**config.mk**
```make
export PLATFORM = sky130hd
export DESIGN_NAME = align_shifter_seq
export DESIGN_NICKNAME = d
export VERILOG_FILES = /design/src/rtl/align_shifter_seq_pkg.sv /design/src/rtl/align_shifter_seq_sticky_right_shift.sv /design/src/rtl/align_shifter_seq.sv
export SDC_FILE = /design/constraint.sdc
export NUM_CORES = 1
export LEC_CHECK = 0
export BUFFER_PORTS_ARGS = -buffer_cell sky130_fd_sc_hd__clkbuf_2
export CAP_MARGIN = 20
export CORE_UTILIZATION = 47
export DETAILED_ROUTE_END_ITERATION = 8
export PLACE_DENSITY = 0.77
export SKIP_LAST_GASP = 1
export SLEW_MARGIN = 5
export SYNTH_ARGS = -nofsm -noshare
export SYNTH_HDL_FRONTEND = slang
export SYNTH_SLANG_ARGS = --single-unit
export TNS_END_PERCENT = 50
```
**constraint.sdc**
```tcl
create_clock -name Clk -period 2.47 [get_ports Clk]
set_clock_uncertainty 0.15 [all_clocks]
set_input_delay 0.494 -clock Clk [delete_from_list [all_inputs] [get_ports Clk]]
set_output_delay 0.494 -clock Clk [all_outputs]
set_load 0.05 [all_outputs]
```
**src/rtl/align_shifter_seq_pkg.sv**
```systemverilog
// -----------------------------------------------------------------------------
// align_shifter_seq_pkg
//
// Purpose:
//   Shared constants and types for the iterative significand alignment stage.
//   Holds the significand / guard-round-sticky widths and saturation limits for
//   the single and half precision formats, the default per-cycle shift step,
//   and the FSM state encoding used by align_shifter_seq.
//
// Contents:
//   SingleMantSize / SingleMaxShift : single precision significand width and
//                                     shift saturation limit (MantSize + 3)
//   HalfMantSize   / HalfMaxShift   : same for half precision
//   GrsWidth                        : number of guard/round/sticky bits
//   DefaultStepSize                 : bits shifted per SHIFT cycle
//   state_e                         : IDLE / SHIFT / DONE
// -----------------------------------------------------------------------------
package align_shifter_seq_pkg;

  localparam int GrsWidth        = 3;

  localparam int SingleMantSize  = 24;
  localparam int SingleMaxShift  = SingleMantSize + GrsWidth;

  localparam int HalfMantSize    = 11;
  localparam int HalfMaxShift    = HalfMantSize + GrsWidth;

  localparam int DefaultStepSize = 4;

  typedef enum logic [1:0] {
    StIdle  = 2'd0,
    StShift = 2'd1,
    StDone  = 2'd2
  } state_e;

endpackage : align_shifter_seq_pkg

```
**src/rtl/align_shifter_seq_sticky_right_shift.sv**
```systemverilog
// -----------------------------------------------------------------------------
// sticky_right_shift
//
// Purpose:
//   Combinational right shift by a small amount that folds every bit shifted
//   out into bit 0 of the result, so sticky information is never lost across
//   successive partial shifts.
//
// Ports:
//   data_i  [Width-1:0]  : value to shift ({significand, G, R, S})
//   k_i     [KWidth-1:0] : shift amount for this step
//   data_o  [Width-1:0]  : data_i >> k_i with bit 0 ORed with the lost bits
// -----------------------------------------------------------------------------
module sticky_right_shift #(
  parameter int Width  = 27,
  parameter int KWidth = 3
) (
  input  logic [Width-1:0]  data_i,
  input  logic [KWidth-1:0] k_i,
  output logic [Width-1:0]  data_o
);

  logic [Width-1:0] shifted;
  logic [Width-1:0] lostMask;
  logic             sticky;

  // lostMask selects exactly the k_i low bits that fall off the right end;
  // any 1 among them sets the sticky position of the shifted result.
  always_comb begin
    shifted  = data_i >> k_i;
    lostMask = ~({Width{1'b1}} << k_i);
    sticky   = |(data_i & lostMask);
    data_o   = {shifted[Width-1:1], shifted[0] | sticky};
  end

endmodule : sticky_right_shift

```
**src/rtl/align_shifter_seq.sv**
```systemverilog
// -----------------------------------------------------------------------------
// align_shifter_seq
//
// Purpose:
//   Alignment stage of the floating-point adder. Passes the larger-exponent
//   significand straight through and right-shifts the smaller one by the
//   (re-clamped) exponent difference, producing {significand, G, R, S}.
//   The shift is done iteratively, at most StepSize bits per cycle, under a
//   three-state FSM with valid/ready handshakes on both sides.
//
// Ports:
//   Clk          in   rising-edge clock
//   Reset        in   asynchronous active-high reset
//   InValid      in   upstream operands valid
//   InReady      out  stage can accept (IDLE and not in reset)
//   Mantissa1    in   significand of operand 1 (hidden bit included)
//   Mantissa2    in   significand of operand 2 (hidden bit included)
//   Difference   in   unsigned exponent difference
//   Sign         in   1: shift Mantissa2, 0: shift Mantissa1
//   OutValid     out  aligned result valid (DONE)
//   OutReady     in   downstream accepts result
//   LargeMant    out  unshifted larger-exponent significand
//   AlignedMant  out  shifted significand {mantissa, G, R, S}
//   Swapped      out  1 when operand 1 was the shifted one
// -----------------------------------------------------------------------------
module align_shifter_seq
  import align_shifter_seq_pkg::*;
#(
  parameter int MantSize  = SingleMantSize,
  parameter int ShiftSize = 5,
  parameter int MaxShift  = SingleMaxShift,
  parameter int StepSize  = DefaultStepSize
) (
  input  logic                        Clk,
  input  logic                        Reset,
  input  logic                        InValid,
  output logic                        InReady,
  input  logic [MantSize-1:0]         Mantissa1,
  input  logic [MantSize-1:0]         Mantissa2,
  input  logic [ShiftSize-1:0]        Difference,
  input  logic                        Sign,
  output logic                        OutValid,
  input  logic                        OutReady,
  output logic [MantSize-1:0]         LargeMant,
  output logic [MantSize+GrsWidth-1:0] AlignedMant,
  output logic                        Swapped
);

  localparam int WorkWidth = MantSize + GrsWidth;
  localparam int RemWidth  = $clog2(MaxShift + 1);
  localparam int KWidth    = $clog2(StepSize + 1);

  state_e               state_q, state_d;
  logic [MantSize-1:0]  large_q, large_d;
  logic [WorkWidth-1:0] work_q, work_d;
  logic [RemWidth-1:0]  remaining_q, remaining_d;
  logic                 swapped_q, swapped_d;

  logic [RemWidth-1:0]  clampedShift;
  logic [KWidth-1:0]    stepAmount;
  logic [RemWidth-1:0]  remainingAfterStep;
  logic [WorkWidth-1:0] workShifted;

  // Upstream already saturates the difference, but it is re-clamped here so
  // any value above MaxShift behaves exactly like MaxShift.
  always_comb begin
    if (int'(Difference) > MaxShift) begin
      clampedShift = RemWidth'(MaxShift);
    end else begin
      clampedShift = RemWidth'(Difference);
    end
  end

  // Each SHIFT cycle moves min(remaining, StepSize) bits.
  always_comb begin
    if (remaining_q > RemWidth'(StepSize)) begin
      stepAmount = KWidth'(StepSize);
    end else begin
      stepAmount = KWidth'(remaining_q);
    end
    remainingAfterStep = remaining_q - RemWidth'(stepAmount);
  end

  sticky_right_shift #(
    .Width  (WorkWidth),
    .KWidth (KWidth)
  ) u_sticky_right_shift (
    .data_i (work_q),
    .k_i    (stepAmount),
    .data_o (workShifted)
  );

  // Next-state and datapath update. Outputs are plain copies of the
  // registers, so they cannot change while the FSM waits in DONE.
  always_comb begin
    state_d     = state_q;
    large_d     = large_q;
    work_d      = work_q;
    remaining_d = remaining_q;
    swapped_d   = swapped_q;

    unique case (state_q)
      StIdle: begin
        if (InValid) begin
          if (Sign) begin
            large_d   = Mantissa1;
            work_d    = {Mantissa2, {GrsWidth{1'b0}}};
            swapped_d = 1'b0;
          end else begin
            large_d   = Mantissa2;
            work_d    = {Mantissa1, {GrsWidth{1'b0}}};
            swapped_d = 1'b1;
          end
          remaining_d = clampedShift;
          state_d     = (clampedShift == '0) ? StDone : StShift;
        end
      end

      StShift: begin
        work_d      = workShifted;
        remaining_d = remainingAfterStep;
        if (remainingAfterStep == '0) begin
          state_d = StDone;
        end
      end

      StDone: begin
        if (OutReady) begin
          state_d = StIdle;
        end
      end

      default: begin
        state_d = StIdle;
      end
    endcase
  end

  // State and datapath registers; reset discards any partial result.
  always_ff @(posedge Clk or posedge Reset) begin
    if (Reset) begin
      state_q     <= StIdle;
      large_q     <= '0;
      work_q      <= '0;
      remaining_q <= '0;
      swapped_q   <= 1'b0;
    end else begin
      state_q     <= state_d;
      large_q     <= large_d;
      work_q      <= work_d;
      remaining_q <= remaining_d;
      swapped_q   <= swapped_d;
    end
  end

  // InReady is gated with Reset so nothing is offered while reset is held.
  assign InReady     = (state_q == StIdle) & ~Reset;
  assign OutValid    = (state_q == StDone);
  assign LargeMant   = large_q;
  assign AlignedMant = work_q;
  assign Swapped     = swapped_q;

endmodule : align_shifter_seq

```
==> reports/metrics.yaml, run 1 <==
timing:
  finalCriticalPeriod_ns: 2.18
  rsz0062_at_grt: "no"
  tns_ns: 0
  finalHoldViolations: 0
  setup_viol: 0
  slew_headroom: 0.344
  fmax_ghz: 0.459
  tightestPinTransition_ns: 0.980
  drv_slew: 0
  min_period_over_period: 0.882
detailed_routing:
  routed_via_density: 6.02
  drc: 0
  first_iter_violations: 293
  drtPass1Iterations: 5
  num_vias: 3661
  ant_nets: 0
  wire_per_inst_um: 17.2
  wl_um: 10500
critical_path:
  crit_type: "reg -> reg"
  setup.worst_path.start_class: "flop"
  critPathArrivalTime_ns: 2.24
  end_kind: "flop"
  cp.required_ns: 2.53
  cp_max_fo: 4
min_path:
  min-delay-path-class: "in -> async"
logic_synthesis:
  yosys.area.top_type_share: 0.388
  ys_ff_latch: 59
  yosysWarnings: 0
  synthDistinctLibCells: 46
  synth_edf_count: 0
  synth_top_area_cell: "dfrtp_1"
  ys_seq_area_frac: 0.388
  synth-main-ff-cell: "dfrtp_1"
  syn-mean-instance-area_um2: 9.59
  syn_area_um2: 3810
  synth_cells: 397
  synth.area.top_cells: "dfrtp_1 (39%), mux2i_1 (15%), mux2_2 (4.7%)"
  async_flop_share: 1.00
  syn_nets: 456
finish:
  postLayoutCoreUtil: 0.603
  antennaDiodeCount: 0
  drive_gt1_frac: 0.350
  area_growth_pct: 23.1
  layout_commonest_cell: "clkbuf_2"
  mostFrequentLayoutCells: "clkbuf_2 (111), dfrtp_1 (59), mux2i_1 (56)"
  nets: 560
power_and_ir_drop:
  p_leak_nw: 2.28
  power_density_nw_per_um2: 1430
  vdd_drop_max_v: 0.000683
place:
  gp_congestion: 0.938
  place_hpwl_um: 7600
  numPortBuffers: 111
die:
  core-area_um2: 7770
  fp.dieW_um: 92.0
  die_y_um: 92.0
  initial_core_util: 0.490
  ios: 112
  die_area_um2: 8460
  num_rows: 32
clocking:
  cts_buffers: 9
  hold_buffers: 0
  cts_resized: 0
  cts_tree: "yes"
  postCtsSetupBuffers: 0
  htree_levels: 3
  clock_path_buffers: 2
  root_buffer: "clkbuf_8"
  worstSkewPairLatency_ns: 0.34
  clkTransAtPathRegs_ns: 0.07
  clkSinkCount: 59
grt:
  grt-ovfl-total: 0
  grt_max_degree: 38
  antenna_found_initial: 0
  grt_pass1_wl_um: 16900
  first_global_vias: 3471
  grtUsageTotal: 0.254
job:
  drv_cap: 0
outcome:
  status: "complete, no violations"
path summary, 6_finish.rpt:
check / startpoint / endpoint / slack [ns] / depth (start not counted)
worst max register to register: remaining_q[4] / state_q[0] / 0.29 / 7
worst max-delay path: remaining_q[4] / state_q[0] / 0.29 / 7
max in group asynchronous: Reset / AlignedMant[13] / 1.56 / 3
worst min-delay path: Reset / state_q[1] / 0.02 / 2
worst min register to register: LargeMant[20] / LargeMant[20] / 0.34 / 2
min in group Clk: OutReady / state_q[1] / 0.28 / 3
state kept, by name, summed over array words and instances, names as in the netlist:
register,flops
AlignedMant,27
remaining_q,5
Swapped,1
state_q,2
LargeMant,24
metrics by stage:
| step | instances | instance area (um2) | hold slack (ns) | worst slack, ns | power [mW] |
|---|---|---|---|---|---|
| 3_5_place_dp | 592 | 4480 | 0.327 | 0.290 | 5.77 |
| 6_report | 608 | 4680 | 0.0246 | 0.292 | 6.68 |
| 5_1_grt | 608 | 4680 | 0.0707 | 0.124 | 7.06 |
| 4_1_cts | 608 | 4680 | 0.0379 | 0.304 | 6.67 |
| 2_1_floorplan | 397 | 3810 | 0.395 | 0.0441 | 4.78 |
| 3_3_place_gp | 592 | 4480 | 0.316 | 0.357 | 5.67 |
layer usage:
metal	track usage	vias to the layer above	routed length (um)
met2	0.415	183	5040
li1	-	1705	-
met1	0.337	1758	4450
met4	0.0964	0	161
met5	0	-	0
met3	0.0423	15	821
synthesized netlist by cell type (3+ instances only):
cell	number
clkbuf_1	17
mux2i_1	56
mux2_2	16
nand2_1	41
a31oi_1	9
nand3b_1	3
a221o_1	4
o21ai_0	34
nor3b_1	4
nor3_1	5
a222oi_1	8
o211ai_1	11
a21oi_1	15
o21ai_1	7
dfrtp_1	59
mux4_2	7
buf_2	19
inv_1	5
nand2b_1	4
a22oi_1	3
o21a_1	3
nor2_1	15
nand3_1	24
cells by family after synthesis:
| family | count (synthesis) | share of synthesized area |
|---|---|---|
| adder cells (fa/ha/maj) | 1 | 0.00329 |
| AO/OA/AOI/OAI | 106 | 0.179 |
| AND/OR/NAND/NOR | 107 | 0.136 |
| other | 1 | 0.000985 |
| flip-flops | 59 | 0.388 |
| multiplexers | 80 | 0.240 |
| buffers and inverters | 43 | 0.0526 |
final cells by class:
type	count	area, um2
Sequential cell	59	1480
Timing Repair Buffer	131	731
Clock buffer	10	138
Clock inverter	6	63.8
Tap cell	102	128
Multi-Input combinational cell	295	2130
Inverter	5	18.8
Fill cell	671	3080
power by group:
part / switching (mW) / total (mW) / internal (mW) / leakage, nW
sequential: 0.451 / 1.84 / 1.39 / 0.742
clock: 0.402 / 0.894 / 0.493 / 0.0987
combinational: 2.72 / 3.95 / 1.23 / 1.44
critical path, stage by stage, from the launching register on:
cell and delay, ns:
dfrtp_1 0.37, or3_1 0.39, nand2_1 0.09, ha_1 0.21
nor3b_1 0.30, a31oi_1 0.08, a311oi_1 0.35, a21boi_0 0.13
Power figures use the tool's default switching activity.
==> inputs of run 2 (changes only) <==
--- a/config.mk
+++ b/config.mk
@@ -7,9 +7,9 @@
 export LEC_CHECK = 0
 export BUFFER_PORTS_ARGS = -buffer_cell sky130_fd_sc_hd__clkbuf_2
 export CAP_MARGIN = 20
-export CORE_UTILIZATION = 47
+export CORE_UTILIZATION = 50
 export DETAILED_ROUTE_END_ITERATION = 8
-export PLACE_DENSITY = 0.77
+export PLACE_DENSITY = 0.78
 export SKIP_LAST_GASP = 1
 export SLEW_MARGIN = 5
 export SYNTH_ARGS = -nofsm -noshare
==> constraint.sdc (replaced) <==
create_clock -name Clk -period 2.2 [get_ports Clk]
set_clock_uncertainty 0.15 [all_clocks]
set_input_delay 0.44 -clock Clk [delete_from_list [all_inputs] [get_ports Clk]]
set_output_delay 0.44 -clock Clk [all_outputs]
set_load 0.05 [all_outputs]
==> run 2 against run 1 <==
Final area up 2.7%. Setup slack worse by 0.25 ns. Total power up 17%. Sequential power up 14%. Fmax up 1.1%. Largest power group unchanged. Routed wire length up 3.7%. Hold slack better by 0.21 ns. Sequential cell count unchanged. Via count up 2.9%.
==> reports/metrics.yaml, run 2 (same netlist as run 1, synthesis figures left out) <==
finish:
  multi_input_area_um2: 2160
  mostFrequentLayoutCells: "clkbuf_2 (111), dfrtp_1 (58), mux2i_1 (56)"
  largest_reg_flops: 27
  area_growth_pct: 26.4
  antennaDiodeCount: 0
  drive_gt1_frac: 0.365
  fin_cells: 611
  nFillCells: 621
  regArea_um2: 1480
  layout_commonest_cell: "clkbuf_2"
  nets: 566
  fin_area_um2: 4810
critical_path:
  setup.worst_path.start_class: "flop"
  cp_slowest_cell: "dfrtp_2"
  cpPeakStageDelay_ns: 0.45
  cp.buffers_inverters: 0
  end_kind: "flop"
  cp.required_ns: 2.28
  path_cells: "or3_1, nand2_2, ha_4, nor3_1, a31oi_1, a311oi_2, a221o_1"
  crit_type: "reg -> reg"
  critPathArrivalTime_ns: 2.23
  startpoint: "remaining_q[4]"
  critPathTopFamily: "compound AO/OA/AOI/OAI gates"
  worst_r2r_startpoint: "remaining_q[4]"
  r2r_slack_ns: 0.05
  cp_max_fo: 7
outcome:
  status: "complete, no violations"
timing:
  fmax_ghz: 0.464
  min_period_over_period: 0.980
  tightestPinTransition_ns: 0.861
  rsz0062_at_grt: "yes"
  slew_headroom: 0.425
  finalHoldViolations: 0
  finalCriticalPeriod_ns: 2.15
  drv_slew: 0
  setup_viol: 0
detailed_routing:
  first_iter_violations: 354
  m1WireLength_um: 4260
  wl_met2_um: 5330
  top_layer_used: "met4"
  wire_per_inst_um: 17.8
  routed_via_density: 6.17
  wl_met3_um: 860
  num_vias: 3767
  wl_um: 10900
  drc: 0
  ant_nets: 0
  drtPass1Iterations: 5
clocking:
  root_buffer: "clkbuf_8"
  cts_buffers: 9
  worstSkewPairLatency_ns: 0.34
  cts_tree: "yes"
  clkTransAtPathRegs_ns: 0.07
  clock_path_buffers: 2
  clkSinkCount: 59
  htree_levels: 3
die:
  fp.dieW_um: 89.3
  initial_core_util: 0.522
  die_y_um: 89.3
  num_rows: 31
  die_area_um2: 7970
  core-area_um2: 7290
  ios: 112
power_and_ir_drop:
  power_density_nw_per_um2: 1630
  vdd_drop_max_v: 0.000690
  p_leak_nw: 2.33
place:
  numPortBuffers: 111
  place_hpwl_um: 7740
  place_inst: 591
  gp_congestion: 0.835
  placed_area_um2: 4530
grt:
  grt-ovfl-total: 0
  grt_pass1_wl_um: 17100
  grtUsageTotal: 0.283
  grt_max_degree: 65
  antenna_found_initial: 0
  first_global_vias: 3564
job:
  drv_cap: 0
min_path:
  min-delay-path-class: "in -> reg"
  hp-start: "OutReady"
==> run 2: changes by cell type in the layout (fill, tap and decap cells not counted), sizes merged <==
cell | previous run | this run
clkbuf | 121 | 123
buf | 20 | 25
clkinvlp | 2 | 1
inv | 6 | 5
bufinv | 1 | 2
dlygate4sd3 | 0 | 1
clkinv | 2 | 1
==> run 2: metal layers <==
layer | vias up | GRT usage
li1 | 1708 | -
met1 | 1810 | 0.356
met3 | 47 | 0.0471
met2 | 202 | 0.464
met4 | 0 | 0.162
met5 | - | 0
==> run 2: layout make-up <==
class	instances	area share
repair buffers	137	0.167
clock inverters	4	0.0151
clock buffers	12	0.0323
well taps	99	0.0258
multi-input cells	295	0.449
inverters	5	0.00390
flip-flops and latches	59	0.307
==> run 2: what timing repair did <==
action	4_1_cts	5_1_grt
resized for setup	0	6
setup endpoints to repair	0	5
hold endpoints to repair	19	0
setup buffers	0	3
hold buffers	1	0
==> run 2: path summary, 6_finish.rpt <==
| kind | cells after the start | endpoint |
|---|---|---|
| worst max-delay path | 7 | state_q[1] |
| worst min-delay path | 3 | state_q[1] |
| max in group asynchronous | 4 | remaining_q[4] |
| worst max register to register | 7 | state_q[1] |
| min in group asynchronous | 3 | LargeMant[4] |
| worst min register to register | 2 | LargeMant[17] |
==> run 2: power by group <==
part           leakage [nW]  total [mW]  switching, mW  internal, mW
clock                 0.113        1.14          0.442         0.698
combinational          1.48        4.59           3.10          1.49
sequential            0.741        2.10          0.534          1.56
total                  2.33        7.83           4.07          3.75
==> run 2: tightest hold or removal path, delay by kind of cell <==
kind	cells	cell delay, ns
compound gates	1	0.13
buf+inv	2	0.13
==> run 2: per-stage QoR <==
stage	TNS (ns)	total power [mW]	setup WS (ns)	hold slack, ns	util
floorplan	0	5.40	0.0291	0.395	-
global placement	0	6.44	0.128	0.316	0.621
detailed placement	0	6.55	0.0166	0.321	0.621
CTS	0	7.69	0.00332	0.226	0.653
global route	-0.0173	8.25	-0.0143	0.243	0.660
finish	0	7.83	0.0451	0.232	0.660
